<file path="src/rtl/color_counter_if.sv">
// color_counter_if
//   Result bus between the color counter and its consumer (LCD controller).
//   Signals:
//     clear       - synchronous count clear, driven by the consumer
//     count       - objects counted (feeds contador_externo)
//     color       - latest classification: 0 red, 1 green, 2 blue, 3 none
//     color_valid - one-cycle strobe when color updates
//     last_color  - color of the most recently counted object
//     fsm_state   - measurement FSM state (0 settle, 1 gate, 2 classify)
//   Handshake: color_valid is a single-cycle strobe with no ready/backpressure;
//   the consumer must sample color in the cycle color_valid is high, and
//   color stays stable until the next strobe.
interface color_counter_if;
   logic       clear;
   logic [9:0] count;
   logic [1:0] color;
   logic       color_valid;
   logic [1:0] last_color;
   logic [1:0] fsm_state;

   modport master (
      input  clear,
      output count, color, color_valid, last_color, fsm_state
   );

   modport slave (
      output clear,
      input  count, color, color_valid, last_color, fsm_state
   );
endinterface

</file>
<file path="src/rtl/color_counter.sv">
// color_counter
//   Drives a TCS3200 color sensor through its red/green/blue filters,
//   measures the output frequency for each filter, classifies the dominant
//   color, and counts objects reported by a debounced IR presence sensor.
//   Each object is counted once, when the first valid classification
//   arrives while it is present.
//   Ports:
//     clk        - system clock
//     rst        - asynchronous active-high reset
//     sensor_out - asynchronous TCS3200 frequency output
//     obj_sense  - asynchronous IR object-presence input, active-high
//     s2, s3     - TCS3200 filter select
//     bus        - result bus (clear in; count/color/color_valid/last_color/
//                  fsm_state out)
module color_counter #(
   parameter int unsigned SETTLE_CYCLES   = 5_000,
   parameter int unsigned GATE_CYCLES     = 500_000,
   parameter int unsigned MIN_EDGES       = 16,
   parameter int unsigned DEBOUNCE_CYCLES = 500_000,
   parameter int unsigned COUNT_MAX       = 999
) (
   input  logic              clk,
   input  logic              rst,
   input  logic              sensor_out,
   input  logic              obj_sense,
   output logic              s2,
   output logic              s3,
   color_counter_if.master   bus
);

   typedef enum logic [1:0] {
      ST_SETTLE   = 2'd0,
      ST_GATE     = 2'd1,
      ST_CLASSIFY = 2'd2
   } state_t;

   typedef enum logic [1:0] {
      F_RED   = 2'd0,
      F_GREEN = 2'd1,
      F_BLUE  = 2'd2
   } filt_t;

   localparam int unsigned TMAX = (SETTLE_CYCLES > GATE_CYCLES) ? SETTLE_CYCLES : GATE_CYCLES;
   localparam int TW = (TMAX > 1) ? $clog2(TMAX) : 1;
   localparam int DW = (DEBOUNCE_CYCLES > 1) ? $clog2(DEBOUNCE_CYCLES) : 1;

   // ------------------------------------------------------------------
   // Input synchronizers
   // ------------------------------------------------------------------
   logic [1:0] sens_sync;
   logic [1:0] obj_sync;
   logic       sens_prev;
   logic       sens_rise;

   always_ff @(posedge clk or posedge rst) begin
      if (rst) begin
         sens_sync <= 2'b00;
         obj_sync  <= 2'b00;
         sens_prev <= 1'b0;
      end else begin
         sens_sync <= {sens_sync[0], sensor_out};
         obj_sync  <= {obj_sync[0], obj_sense};
         sens_prev <= sens_sync[1];
      end
   end

   assign sens_rise = sens_sync[1] & ~sens_prev;

   // ------------------------------------------------------------------
   // Measurement FSM: SETTLE -> GATE per filter, CLASSIFY after blue
   // ------------------------------------------------------------------
   state_t         state, state_nx;
   filt_t          filt, filt_nx;
   logic [TW-1:0]  timer, timer_nx;
   logic           gate_start;

   always_ff @(posedge clk or posedge rst) begin
      if (rst) begin
         state <= ST_SETTLE;
         filt  <= F_RED;
         timer <= '0;
      end else begin
         state <= state_nx;
         filt  <= filt_nx;
         timer <= timer_nx;
      end
   end

   always_comb begin
      state_nx   = state;
      filt_nx    = filt;
      timer_nx   = timer + 1'b1;
      gate_start = 1'b0;
      case (state)
         ST_SETTLE: begin
            if (timer == TW'(SETTLE_CYCLES - 1)) begin
               state_nx   = ST_GATE;
               timer_nx   = '0;
               gate_start = 1'b1;
            end
         end
         ST_GATE: begin
            if (timer == TW'(GATE_CYCLES - 1)) begin
               timer_nx = '0;
               if (filt == F_BLUE) begin
                  state_nx = ST_CLASSIFY;
               end else begin
                  state_nx = ST_SETTLE;
                  filt_nx  = (filt == F_RED) ? F_GREEN : F_BLUE;
               end
            end
         end
         ST_CLASSIFY: begin
            state_nx = ST_SETTLE;
            filt_nx  = F_RED;
            timer_nx = '0;
         end
         default: begin
            state_nx = ST_SETTLE;
            filt_nx  = F_RED;
            timer_nx = '0;
         end
      endcase
   end

   // Filter select straight from the reset-cleared filter register, so the
   // pins fall to red (00) asynchronously with rst. CLASSIFY keeps blue.
   always_comb begin
      s2 = 1'b0;
      s3 = 1'b0;
      case (filt)
         F_GREEN: begin s2 = 1'b1; s3 = 1'b1; end
         F_BLUE:  begin s2 = 1'b0; s3 = 1'b1; end
         default: begin s2 = 1'b0; s3 = 1'b0; end
      endcase
   end

   // ------------------------------------------------------------------
   // Edge counters: cleared when their GATE starts, saturate at 65535
   // ------------------------------------------------------------------
   logic [15:0] cnt_r, cnt_g, cnt_b;

   always_ff @(posedge clk or posedge rst) begin
      if (rst) begin
         cnt_r <= '0;
         cnt_g <= '0;
         cnt_b <= '0;
      end else if (gate_start) begin
         case (filt)
            F_RED:   cnt_r <= '0;
            F_GREEN: cnt_g <= '0;
            default: cnt_b <= '0;
         endcase
      end else if (state == ST_GATE && sens_rise) begin
         case (filt)
            F_RED:   if (cnt_r != 16'hFFFF) cnt_r <= cnt_r + 16'd1;
            F_GREEN: if (cnt_g != 16'hFFFF) cnt_g <= cnt_g + 16'd1;
            default: if (cnt_b != 16'hFFFF) cnt_b <= cnt_b + 16'd1;
         endcase
      end
   end

   // ------------------------------------------------------------------
   // Classification: largest count wins, ties go red > green > blue
   // ------------------------------------------------------------------
   logic [15:0] win_cnt;
   logic [1:0]  win_col;
   logic [1:0]  class_color;

   always_comb begin
      win_cnt = cnt_b;
      win_col = 2'd2;
      if (cnt_r >= cnt_g && cnt_r >= cnt_b) begin
         win_cnt = cnt_r;
         win_col = 2'd0;
      end else if (cnt_g >= cnt_b) begin
         win_cnt = cnt_g;
         win_col = 2'd1;
      end
      class_color = (win_cnt < 16'(MIN_EDGES)) ? 2'd3 : win_col;
   end

   logic [1:0] color_r;
   logic       color_valid_r;

   always_ff @(posedge clk or posedge rst) begin
      if (rst) begin
         color_r       <= 2'd3;
         color_valid_r <= 1'b0;
      end else begin
         color_valid_r <= (state == ST_CLASSIFY);
         if (state == ST_CLASSIFY) color_r <= class_color;
      end
   end

   // ------------------------------------------------------------------
   // Object-presence debouncer: level must differ from the debounced state
   // for DEBOUNCE_CYCLES consecutive clocks before it is accepted.
   // ------------------------------------------------------------------
   logic          deb;
   logic [DW-1:0] deb_cnt;
   logic          deb_flip;
   logic          deb_rise;
   logic          deb_fall;

   assign deb_flip = (obj_sync[1] != deb) && (deb_cnt == DW'(DEBOUNCE_CYCLES - 1));

   always_ff @(posedge clk or posedge rst) begin
      if (rst) begin
         deb      <= 1'b0;
         deb_cnt  <= '0;
         deb_rise <= 1'b0;
         deb_fall <= 1'b0;
      end else begin
         deb_rise <= deb_flip & obj_sync[1];
         deb_fall <= deb_flip & ~obj_sync[1];
         if (obj_sync[1] == deb) begin
            deb_cnt <= '0;
         end else if (deb_flip) begin
            deb     <= obj_sync[1];
            deb_cnt <= '0;
         end else begin
            deb_cnt <= deb_cnt + 1'b1;
         end
      end
   end

   // ------------------------------------------------------------------
   // Object counting. pending marks an object present but not yet counted;
   // consuming it on a valid color guarantees one count per presence.
   // ------------------------------------------------------------------
   logic [9:0] count_r;
   logic [1:0] last_color_r;
   logic       pending;
   logic       count_evt;

   assign count_evt = color_valid_r & pending & (color_r != 2'd3);

   always_ff @(posedge clk or posedge rst) begin
      if (rst) begin
         count_r      <= '0;
         last_color_r <= 2'd3;
         pending      <= 1'b0;
      end else if (bus.clear) begin
         count_r      <= '0;
         last_color_r <= 2'd3;
         pending      <= 1'b0;
      end else if (count_evt) begin
         count_r      <= (count_r == 10'(COUNT_MAX)) ? 10'd0 : count_r + 10'd1;
         last_color_r <= color_r;
         pending      <= 1'b0;
      end else if (deb_rise) begin
         pending <= 1'b1;
      end else if (deb_fall) begin
         pending <= 1'b0;
      end
   end

   assign bus.count       = count_r;
   assign bus.color       = color_r;
   assign bus.color_valid = color_valid_r;
   assign bus.last_color  = last_color_r;
   assign bus.fsm_state   = state;

endmodule

</file>
<file path="src/flat_wrapper.sv">
// flat-port wrapper written by rule: the top's interface ports become plain ports
module color_counter_flat 
#(
   parameter int unsigned SETTLE_CYCLES   = 5_000,
   parameter int unsigned GATE_CYCLES     = 500_000,
   parameter int unsigned MIN_EDGES       = 16,
   parameter int unsigned DEBOUNCE_CYCLES = 500_000,
   parameter int unsigned COUNT_MAX       = 999
)
  (clk, rst, sensor_out, obj_sense, s2, s3, bus_clear, bus_count, bus_color, bus_color_valid, bus_last_color, bus_fsm_state);
  color_counter_if bus_i ();
  input  logic clk;
  input  logic rst;
  input  logic sensor_out;
  input  logic obj_sense;
  output logic s2;
  output logic s3;
  input wire logic [$bits(bus_i.clear)-1:0] bus_clear;
  output wire logic [$bits(bus_i.count)-1:0] bus_count;
  output wire logic [$bits(bus_i.color)-1:0] bus_color;
  output wire logic [$bits(bus_i.color_valid)-1:0] bus_color_valid;
  output wire logic [$bits(bus_i.last_color)-1:0] bus_last_color;
  output wire logic [$bits(bus_i.fsm_state)-1:0] bus_fsm_state;
  assign bus_i.clear = bus_clear;
  assign bus_count = bus_i.count;
  assign bus_color = bus_i.color;
  assign bus_color_valid = bus_i.color_valid;
  assign bus_last_color = bus_i.last_color;
  assign bus_fsm_state = bus_i.fsm_state;
  color_counter #(.SETTLE_CYCLES(SETTLE_CYCLES), .GATE_CYCLES(GATE_CYCLES), .MIN_EDGES(MIN_EDGES), .DEBOUNCE_CYCLES(DEBOUNCE_CYCLES), .COUNT_MAX(COUNT_MAX)) u_core (.clk(clk), .rst(rst), .sensor_out(sensor_out), .obj_sense(obj_sense), .s2(s2), .s3(s3), .bus(bus_i));
endmodule
</file>
<file path="config.mk">
export PLATFORM = sky130hd
export DESIGN_NAME = color_counter_flat
export DESIGN_NICKNAME = d
export VERILOG_FILES = /design/src/rtl/color_counter_if.sv /design/src/rtl/color_counter.sv /design/src/flat_wrapper.sv
export SDC_FILE = /design/constraint.sdc
export NUM_CORES = 1
export LEC_CHECK = 0
export CAP_MARGIN = 5
export CELL_PAD_IN_SITES_DETAIL_PLACEMENT = 0
export CELL_PAD_IN_SITES_GLOBAL_PLACEMENT = 1
export CORE_ASPECT_RATIO = 1.25
export CORE_MARGIN = 3
export CORE_UTILIZATION = 52
export CTS_CLUSTER_SIZE = 30
export DETAILED_ROUTE_END_ITERATION = 16
export PLACE_DENSITY = 0.84
export SYNTH_ARGS = -nofsm -noshare
export SYNTH_HDL_FRONTEND = slang
export SYNTH_SLANG_ARGS = --single-unit
</file>
<file path="constraint.sdc">
create_clock -name clk -period 11.39 [get_ports clk]
set_clock_uncertainty 0.05 [all_clocks]
set_input_delay 1.7085 -clock clk [delete_from_list [all_inputs] [get_ports clk]]
set_output_delay 1.7085 -clock clk [all_outputs]
set_load 0.05 [all_outputs]
</file>
Word-level counts from Yosys, hierarchy flattened:

Index checks and enable logic that the tools add are counted.

* register bits: 114
* input port bits: 5
* output and inout port bits: 19

* $add $sub $neg: 6
* magnitude comparators: 4
* equal/unequal tests: 21
* muxes and demuxes: 46
* bitwise operators: 9
* reductions and logical operators: 19

Operators with widths (count)
* 16-bit 2-to-1 mux: 17
* 19-bit 2-to-1 mux: 4
* 16-bit by 1-bit adder with 16-bit output, second input constant: 3
* 16-bit >= comparator: 3
* 16-bit inequality test, second input constant: 3
* 19-bit by 1-bit adder with 19-bit output, second input constant: 2
* 19-bit == test, second input constant: 2
* 19-bit case mux with 2 select lines: 1
* 10-bit 2-to-1 mux: 3
* 2-bit 2-to-1 mux: 11
* 19-bit by 13-bit == test with 1-bit output, second input constant: 1
* 16-bit by 5-bit less-than comparator with 1-bit output, second input constant: 1
* 2-bit inequality test, second input constant: 6
* 10-bit by 1-bit adder with 10-bit output, second input constant: 1
* 10-bit == test, second input constant: 1
* 2-bit nonzero test: 5
* 1-bit 2-to-1 mux: 8
* 2-bit case mux with 2 select lines: 2
* 4-bit AND reduction: 2
* 3-bit AND reduction: 2
* 1-bit bitwise AND: 5
* 2-bit by 1-bit == test with 1-bit output, second input constant: 2
* 2-bit == test, second input constant: 2
* 2-bit logical NOT: 2
* 8 further kinds: 16

Depth between registers and ports, before layout:

Gate-level depths: netlist of the first run.

* depth in word-level cells: 5
* depth in mapped cells: 9
* mapped depth without buffers: 8

Least setup slack after synthesis of the first run:

Ideal clock, no wire load.

* path kind: register -> output
* start point: reg u_core.filt[1]
* end point: out s2
* arrival time: 0.992 ns
* slack: 8.640 ns
* stages on the path, launching flop included: 3
* buffers on the path: 0
* cell sequence: dfrtp_1 > inv_1 > ha_1

* longest elaborated chain between the ends: 2

RTL lines
* start, declared: RTL line color_counter.sv:73 `filt_t filt, filt_nx;`
* start signal, assigned: RTL line color_counter.sv:84 `filt <= filt_nx;`
* 2-bit by 1-bit == test with 1-bit output: RTL line color_counter.sv:131 `case (filt)`
* 1-bit 2-to-1 mux: RTL line color_counter.sv:131
* end, declared: RTL line flat_wrapper.sv:16 `output logic s2;`

Every way passes these cells.

Worst setup path after layout of the first run:

Same ends and word-level chain as after synthesis.

==> results.cfg, run 1 <==
[clock_network]
cts_resized = 0
root_buffer = clkbuf_16
cts_tree = built
clkTransAtPathRegs_ns = 0.05
hold_buffers = 0
insertion_delay_ns = 0.41
postCtsSetupRepairBufs = 0
clock_path_buffers = 2
cts_buffers = 17
cts_num_sinks = 114
htree_levels = 4

[critical_path]
r2r_cells = 7
cpPeakStageDelay_ns = 0.94
worstPathArrival_ns = 2.38
crit_path_top_delay_cell = clkdlybuf4s50_1
start_kind = register
critPathBufInv = 2
cp.required_ns = 9.63
critical_path_class = register to output port
path_depth = 3
crit_path_cell_trace = inv_1 > ha_1 > clkdlybuf4s50_1
cp_max_fo = 15
critPathTopFamily = buffers and inverters
end_kind = output port

[yosys]
synthDistinctLibCells = 66
synthCells = 762
syn_area_sq_mm = 0.006883
async_flop_share_pct = 100.0
yosys_warnings = 0
ys_ff_latch = 114
ys_seq_area_share_pct = 41.52
ys.flop_type = dfrtp_1
syn_area_per_cell_sq_um = 9.033
synth_edf_count = 0
syn_nets = 824

[grt]
gr-total-overflow = 0
first_global_vias = 5743
met1_usage_pct = 30.03
grt_pass1_wl_um = 27460
met3_usage_pct = 4.495
grtUsageTotal_pct = 23.74
grt.busiest_layer = met2
grt_max_degree = 80
met2_usage_pct = 39.14
antenna_found_initial = 0

[routing]
drc = 0
totalWireLength_um = 16280
drt-initial-drc-count = 316
antenna_left = 0
vias = 5734
routedWlPerCell_um = 16.75
dr.pass1.iters = 6
vias_per_cell = 5.899

[worst_hold_path]
worstHoldPathCells = 0
hold_path_class = register to register

[sta]
slew_headroom_pct = 26.74
hold_viol = 0
period_needed_ns = 4.138
maxSlewViolCount = 0
setup_viol = 0
fmax_mhz = 241.7
worst_pin_slew_ns = 1.090
timing.final.crit_share_pct = 36.33
rsz0062_at_grt = false
final.setup.tns_ns = 0

[cells_and_area]
diodes = 0
final_cell_mix = dfrtp_1 (110), nor2_1 (90), o21ai_0 (57), ha_1 (57), nand2_1 (56)
layout-drive-gt1-share_pct = 6.468
final_common_cell = dfrtp_1
nets = 854
area_growth_pct = 14.03

[placed_design]
io_buffer_count = 23
dp_hpwl_um = 11820
gp_congestion = 0.8748

[power_and_ir_drop]
ir_drop_mv = 0.1058
power.density_mw_per_mm2 = 119.7
totalPowerFinal_uw = 939.5
leakage_uw = 0.003285

[die]
fp-row-count = 46
die_h_um = 134.6
coreArea_sq_mm = 0.01283
die_area_sq_mm = 0.01466
dieWidth_um = 108.9
io_pins = 24
start_util_pct = 53.63

[flow_run]
max_cap_violations = 0

[run_status]
status = finished clean
==> power breakdown <==
| group | leakage [uW] | switching (uW) | internal (uW) |
|---|---|---|---|
| Combinational | 0.00145 | 13.9 | 4.50 |
| Clock | 0.000282 | 181 | 330 |
| Sequential | 0.00155 | 2.42 | 408 |
| Total | 0.00329 | 197 | 742 |
==> final cells by class <==
cell class                 instances  area (sq um)
inverter                          47         178.9
multi-input combinational        585          3771
fill                            1103          4986
sequential                       114          2858
clock inverter                    10         110.1
clock buffer                      21         460.4
timing repair buffer              27         260.3
tap                              168         210.2
==> worst paths after layout <==
kind	start	to	slack (ns)
max	u_core.filt[1]$_DFFE_PP0P_	s2	7.25
min	u_core.sens_sync[0]$_DFF_PP0_	u_core.sens_sync[1]$_DFF_PP0_	0.30
max reg2reg	u_core.cnt_g[0]$_DFFE_PP0P_	u_core.cnt_g[15]$_DFFE_PP0P_	8.41
min reg2reg	u_core.sens_sync[0]$_DFF_PP0_	u_core.sens_sync[1]$_DFF_PP0_	0.30
max in group asynchronous	rst	u_core.cnt_b[14]$_DFFE_PP0P_	8.30
min in group asynchronous	rst	u_core.bus.count[1]$_DFFE_PP0P_	1.61
==> stage by stage <==
stage | cell area [sq um] | util, % | setup slack, ns | cells | hold WS (ns)
global route | 7849 | 61.15 | 7.139 | 972 | 0.3038
detailed placement | 7278 | 56.71 | 7.687 | 941 | 0.2920
floorplan | 6883 | - | 6.622 | 762 | 0.2812
global placement | 7278 | 56.71 | 7.711 | 941 | 0.2837
CTS | 7849 | 61.15 | 7.234 | 972 | 0.3039
finish | 7849 | 61.15 | 7.252 | 972 | 0.3021
==> state kept, by name, summed over array words and instances (netlist names) <==
register                cells
u_core.deb_cnt             19
u_core.sens_sync            2
u_core.cnt_r               16
u_core.cnt_b               16
u_core.filt                 2
u_core.bus.color_valid      1
u_core.deb                  1
u_core.cnt_g               16
u_core.timer               19
u_core.obj_sync             2
u_core.pending              1
u_core.deb_rise             1
u_core.deb_fall             1
u_core.bus.count           10
u_core.sens_prev            1
u_core.bus.fsm_state        2
u_core.bus.color            2
u_core.bus.last_color       2
==> worst register-to-register path, delay by kind of cell (launching register included) <==
family | cells | cell delay, ns
compound gates | 3 | 1.22
fa+ha+maj | 1 | 0.28
flops | 1 | 0.48
simple gates | 3 | 0.88
==> cell usage after synthesis (4+ instances only) <==
cell type  count  area, sq um
inv_1         47        176.4
nor4_1        26        162.7
and3_1        11        68.82
o21ai_0       57        285.3
ha_1          57        713.2
nand4_1       20        125.1
a31oi_1        6        37.54
a21o_1         4        30.03
dfstp_2        4        105.1
nand3_1       47        235.2
clkbuf_1       8        30.03
xor2_1        22        192.7
or3_1         16        100.1
and4_1         9        78.83
dfrtp_1      110         2753
xnor2_1       33        289.0
buf_2          5        25.02
nand2b_1       6        37.54
nor3_1        23        115.1
o211ai_1       4        30.03
a211oi_1       4        30.03
nor2b_1        4        25.02
a21oi_1       32        160.2
nor2_1        90        337.8
and2_1         5        31.28
nand2_1       56        210.2
==> cell families (layout without fill, tap and decap cells) <==
kind of cell	Yosys count	count (layout)	share of synthesized area, %
adder cells (fa/ha/maj)	57	57	10.36
XOR/XNOR	55	55	6.999
AO/OA/AOI/OAI	140	140	12.60
multiplexers	2	2	0.3090
AND/OR/NAND/NOR	331	331	24.52
flip-flops	114	114	41.52
buffers and inverters	63	105	3.690
==> metal layers <==
layer	vias to the layer above	share of wire (%)
li1	2813	-
met1	2764	45
met2	119	49
met3	38	3.4
met4	0	2.7
met5	-	0
Power figures use the tool's default switching activity.
==> inputs of run 2 (changes only) <==
--- a/config.mk
+++ b/config.mk
@@ -10,10 +10,10 @@
 export CELL_PAD_IN_SITES_GLOBAL_PLACEMENT = 1
 export CORE_ASPECT_RATIO = 1.25
 export CORE_MARGIN = 3
-export CORE_UTILIZATION = 52
+export CORE_UTILIZATION = 43
 export CTS_CLUSTER_SIZE = 30
 export DETAILED_ROUTE_END_ITERATION = 16
-export PLACE_DENSITY = 0.84
+export PLACE_DENSITY = 0.74
 export SYNTH_ARGS = -nofsm -noshare
 export SYNTH_HDL_FRONTEND = slang
 export SYNTH_SLANG_ARGS = --single-unit
==> constraint.sdc (replaced) <==
create_clock -name clk -period 3.4 [get_ports clk]
set_clock_uncertainty 0.05 [all_clocks]
set_input_delay 0.51 -clock clk [delete_from_list [all_inputs] [get_ports clk]]
set_output_delay 0.51 -clock clk [all_outputs]
set_load 0.05 [all_outputs]
==> run 2 against run 1 <==
Against the previous run:
- routed wire length is 3.6% higher
- combinational power grew to 3.6 times the previous value
- setup slack worse by 6.5 ns
- worst hold slack worse by 0.0031 ns
- cell count is 5.0% higher
- critical path depth is 4 higher
- power grew to 3.7 times the previous value
- first-iteration DRC count is 16% higher
- critical endpoint is now u_core.cnt_r[10]$_DFFE_PP0P_
- highest routed layer unchanged
==> results.cfg, run 2 (synthesis gave the netlist of run 1 again) <==
[power_and_ir_drop]
ir_drop_mv = 0.2842
power.density_mw_per_mm2 = 433.4
leakage_uw = 0.003348
totalPowerFinal_uw = 3491

[clock_network]
cts_buffers = 17
postCtsSetupRepairBufs = 0
clock_path_buffers = 2
htree_levels = 4
cts_tree = built
clkTransAtPathRegs_ns = 0.06
cts_num_sinks = 114
insertion_delay_ns = 0.41
cts_resized = 0
hold_buffers = 0
root_buffer = clkbuf_16

[routing]
dr.pass1.iters = 6
vias = 5710
routedWlPerCell_um = 16.52
drt-initial-drc-count = 367
totalWireLength_um = 16870
drc = 0
antenna_left = 0
vias_per_cell = 5.593

[sta]
worst_pin_slew_ns = 0.8521
fmax_mhz = 374.7
slew_headroom_pct = 43.19
final.setup.tns_ns = 0
hold_viol = 0
maxSlewViolCount = 0
timing.final.crit_share_pct = 78.49
rsz0062_at_grt = false
setup_viol = 0
period_needed_ns = 2.669

[die]
coreArea_sq_mm = 0.01563
dieWidth_um = 119.2
start_util_pct = 44.03
io_pins = 24
die_area_sq_mm = 0.01757
die_h_um = 147.5
fp-row-count = 51

[critical_path]
crit_path_top_delay_cell = or4_4
critPathTopFamily = simple AND/OR/NAND/NOR gates
critPathBufInv = 1
cp.required_ns = 3.68
r2r_end = u_core.cnt_r[10]$_DFFE_PP0P_
critical_path_class = register to register
crit_path_cell_trace = or4_4 > nor2_4 > and4_1 > buf_4 > o21ai_4 > or3_1 > a21oi_1
rrSetupSlack_ns = 0.73
cp_max_fo = 19
r2r-start = u_core.timer[6]$_DFF_PP0_
cpPeakStageDelay_ns = 0.57
worstPathArrival_ns = 2.95
end_kind = register
start_kind = register
r2r_cells = 7

[placed_design]
dpl_cell_area_sq_mm = 0.007377
dpl.cell_count = 989
gp_congestion = 0.8318
dp_hpwl_um = 12560
io_buffer_count = 23

[worst_hold_path]
min_from = u_core.sens_sync[0]$_DFF_PP0_
worstHoldPathCells = 0
hold_end = u_core.sens_sync[1]$_DFF_PP0_
hold_path_class = register to register

[flow_run]
max_cap_violations = 0

[cells_and_area]
final_cell_mix = dfrtp_1 (110), nor2_1 (90), o21ai_0 (57), ha_1 (57), nand2_1 (56)
largestRegisters = u_core.deb_cnt: 19 flops, u_core.timer: 19 flops
final_area_sq_mm = 0.008055
diodes = 0
layout.cells.non_filler = 1021
area_growth_pct = 17.03
nets = 858
final_common_cell = dfrtp_1
layout-drive-gt1-share_pct = 7.293

[grt]
gr-total-overflow = 0
grtUsageTotal_pct = 20.62
grt_max_degree = 62
first_global_vias = 5890
antenna_found_initial = 0
grt_pass1_wl_um = 29080

[run_status]
status = finished clean
run 2: how the worst max path moves through the flow:
stage	to	depth (start not counted)	startpoint
final	u_core.cnt_r[10]$_DFFE_PP0P_	7	u_core.timer[6]$_DFF_PP0_
after CTS	u_core.cnt_r[10]$_DFFE_PP0P_	7	u_core.timer[6]$_DFF_PP0_
after detailed placement	u_core.cnt_r[10]$_DFFE_PP0P_	7	u_core.timer[6]$_DFF_PP0_
after global placement	u_core.cnt_r[10]$_DFFE_PP0P_	7	u_core.timer[6]$_DFF_PP0_
after global routing	u_core.cnt_g[10]$_DFFE_PP0P_	8	u_core.cnt_g[0]$_DFFE_PP0P_
after floorplan	u_core.cnt_b[8]$_DFFE_PP0P_	6	u_core.bus.fsm_state[1]$_DFFE_PP0P_
run 2: final cells by class:
cell class,instances,area (sq um)
Fill cell,1447,7579
Multi-Input combinational cell,585,3771
Clock inverter,15,252.7
Clock buffer,17,425.4
Inverter,47,180.2
Tap cell,212,265.3
Sequential cell,114,2858
Timing Repair Buffer,31,302.8
run 2: routing by layer:
metal,part of all wire (%),track usage (%),vias to the layer above
met5,0,0,-
met4,2.3,8.174,0
met3,3.4,3.904,28
met2,51,36.29,112
met1,43,24.83,2758
li1,-,-,2812
run 2: power breakdown:
group | switching, uW | leakage (uW) | internal, uW
clock | 668 | 0.000325 | 1380
combinational | 48.3 | 0.00147 | 17.5
sequential | 8.15 | 0.00155 | 1370
run 2: stage by stage:
| step | hold WS, ns | setup WS [ns] | util [%] |
|---|---|---|---|
| after floorplan | 0.2812 | 0.9854 | - |
| after global placement | 0.2846 | 0.8359 | 47.19 |
| after detailed placement | 0.2887 | 0.7748 | 47.19 |
| after CTS | 0.3018 | 0.7567 | 51.52 |
| after global routing | 0.3144 | 0.4936 | 51.52 |
| final | 0.2989 | 0.7314 | 51.52 |
==> inputs of run 3 (changes only) <==
--- a/config.mk
+++ b/config.mk
@@ -10,10 +10,10 @@
 export CELL_PAD_IN_SITES_GLOBAL_PLACEMENT = 1
 export CORE_ASPECT_RATIO = 1.25
 export CORE_MARGIN = 3
-export CORE_UTILIZATION = 43
+export CORE_UTILIZATION = 48
 export CTS_CLUSTER_SIZE = 30
 export DETAILED_ROUTE_END_ITERATION = 16
-export PLACE_DENSITY = 0.74
+export PLACE_DENSITY = 0.78
 export SYNTH_ARGS = -nofsm -noshare
 export SYNTH_HDL_FRONTEND = slang
 export SYNTH_SLANG_ARGS = --single-unit
==> constraint.sdc (replaced) <==
create_clock -name clk -period 2.63 [get_ports clk]
set_clock_uncertainty 0.05 [all_clocks]
set_input_delay 0.3945 -clock clk [delete_from_list [all_inputs] [get_ports clk]]
set_output_delay 0.3945 -clock clk [all_outputs]
set_load 0.05 [all_outputs]
==> run 3 against run 2 <==
Against the previous run:
- sequential power rose by 30%
- die area shrank 10%
- power rose by 19%
- combinational power rose by 25%
- critical path depth unchanged
- cell area shrank 0.65%
- worst hold slack got worse by 0.00071 ns
- utilization is 5.9 points higher
==> results.cfg, run 3 (synthesis gave the netlist of run 1 again) <==
[critical_path]
cp_max_fo = 16
critical_path_class = register to register
r2r-start = u_core.cnt_g[0]$_DFFE_PP0P_
startpoint = u_core.cnt_g[0]$_DFFE_PP0P_
end_kind = register
r2r_end = u_core.cnt_g[11]$_DFFE_PP0P_
rrSetupSlack_ns = 0.16
cp.required_ns = 2.91
start_kind = register
worstPathArrival_ns = 2.75
r2r_cells = 7

[sta]
setup_ws_ns = 0.1603
fmax_mhz = 404.9
maxSlewViolCount = 0
rsz0062_at_grt = false
hold_viol = 0
worst_pin_slew_ns = 0.9172
period_needed_ns = 2.470
final.setup.tns_ns = 0
slew_headroom_pct = 38.33
whs_ns = 0.2982
timing.final.crit_share_pct = 93.91
setup_viol = 0

[clock_network]
hold_buffers = 0
postCtsSetupRepairBufs = 0
clock_path_buffers = 2
cts_buffers = 17
cts_num_sinks = 114
root_buffer = clkbuf_16
htree_levels = 4
cts_resized = 0
clkTransAtPathRegs_ns = 0.06
cts_tree = built
insertion_delay_ns = 0.41

[placed_design]
dpl.cell_count = 961
gp_congestion = 0.8095
dp_hpwl_um = 11940
dpl_worst_slack_ns = 0.2322
io_buffer_count = 23
dpl_cell_area_sq_mm = 0.007408

[grt]
gr-total-overflow = 0
antenna_found_initial = 0
grtUsageTotal_pct = 21.95
grt_max_degree = 115
grt_pass1_wl_um = 28110
first_global_vias = 5729

[routing]
drt-initial-drc-count = 378
drc = 0
routedWlPerCell_um = 16.67
totalWireLength_um = 16560
dr.pass1.iters = 7
antenna_left = 0
vias = 5816
vias_per_cell = 5.857

[die]
die_area_sq_mm = 0.01582
dieWidth_um = 113.1
start_util_pct = 49.40
fp-row-count = 48
io_pins = 24
die_h_um = 139.9
coreArea_sq_mm = 0.01393

[power_and_ir_drop]
ir_drop_mv = 0.4863
power.density_mw_per_mm2 = 519.7
leakage_uw = 0.003368

[cells_and_area]
nets = 867
final_cell_mix = dfrtp_1 (110), nor2_1 (90), o21ai_0 (57), ha_1 (57), nand2_1 (56)
nFillCells = 1280
area_growth_pct = 16.27
layout-drive-gt1-share_pct = 8.435
final_area_sq_mm = 0.008003
diodes = 0
largestRegisters = u_core.deb_cnt: 19 flops, u_core.timer: 19 flops
layout.cells.non_filler = 993
final_common_cell = dfrtp_1

[worst_hold_path]
hold_end = u_core.obj_sync[1]$_DFF_PP0_
worstHoldPathCells = 0
hold_path_class = register to register
min_from = u_core.obj_sync[0]$_DFF_PP0_

[run_status]
status = finished clean

[flow_run]
max_cap_violations = 0
## run 3: layout make-up
| cell class | count | area [sq um] | area share (%) |
|---|---|---|---|
| multi-input cells | 585 | 3771 | 47.12 |
| flip-flops and latches | 114 | 2858 | 35.71 |
| clock buffers | 18 | 439.2 | 5.488 |
| repair buffers | 40 | 380.4 | 4.753 |
| well taps | 175 | 219.0 | 2.736 |
| inverters | 47 | 180.2 | 2.251 |
| clock inverters | 14 | 155.1 | 1.939 |
## run 3: worst max-delay path by stage
| stage | to | slack (ns) | cells after the start |
|---|---|---|---|
| after global placement | u_core.cnt_g[11]$_DFFE_PP0P_ | 0.25 | 7 |
| final | u_core.cnt_g[11]$_DFFE_PP0P_ | 0.16 | 7 |
| after CTS | s3 | 0.18 | 3 |
| after detailed placement | u_core.cnt_g[3]$_DFFE_PP0P_ | 0.23 | 7 |
| after global routing | u_core.cnt_g[13]$_DFFE_PP0P_ | 0.04 | 7 |
| after floorplan | u_core.cnt_b[8]$_DFFE_PP0P_ | 0.22 | 6 |
## run 3: power breakdown
part	switching (uW)	internal [uW]	leakage [uW]
Clock	870	1430	0.000293
Sequential	10.2	1770	0.00155
Combinational	60.6	21.7	0.00153
## run 3: worst max-delay path, stage by stage, from the launching register on
cell and delay (ns):
dfrtp_1 0.47, ha_1 0.28, and3_1 0.24, nor3b_2 0.18, a41oi_1 0.36, o21ai_2 0.25
or3_1 0.40, a21oi_1 0.15
## run 3: per-stage QoR
step | total power [uW] | utilization (%)
3_3_place_gp | 1890 | 53.17
3_5_place_dp | 1893 | 53.17
4_1_cts | 4219 | 57.44
2_1_floorplan | 1860 | -
6_report | 4159 | 57.44
5_1_grt | 4307 | 57.44
## run 3: metal layers
metal  share of wire, %  global-route usage, %
met5                  0                      0
met4                2.1                  8.101
met2                 49                  36.70
met1                 45                  27.68
met3                4.0                  4.959
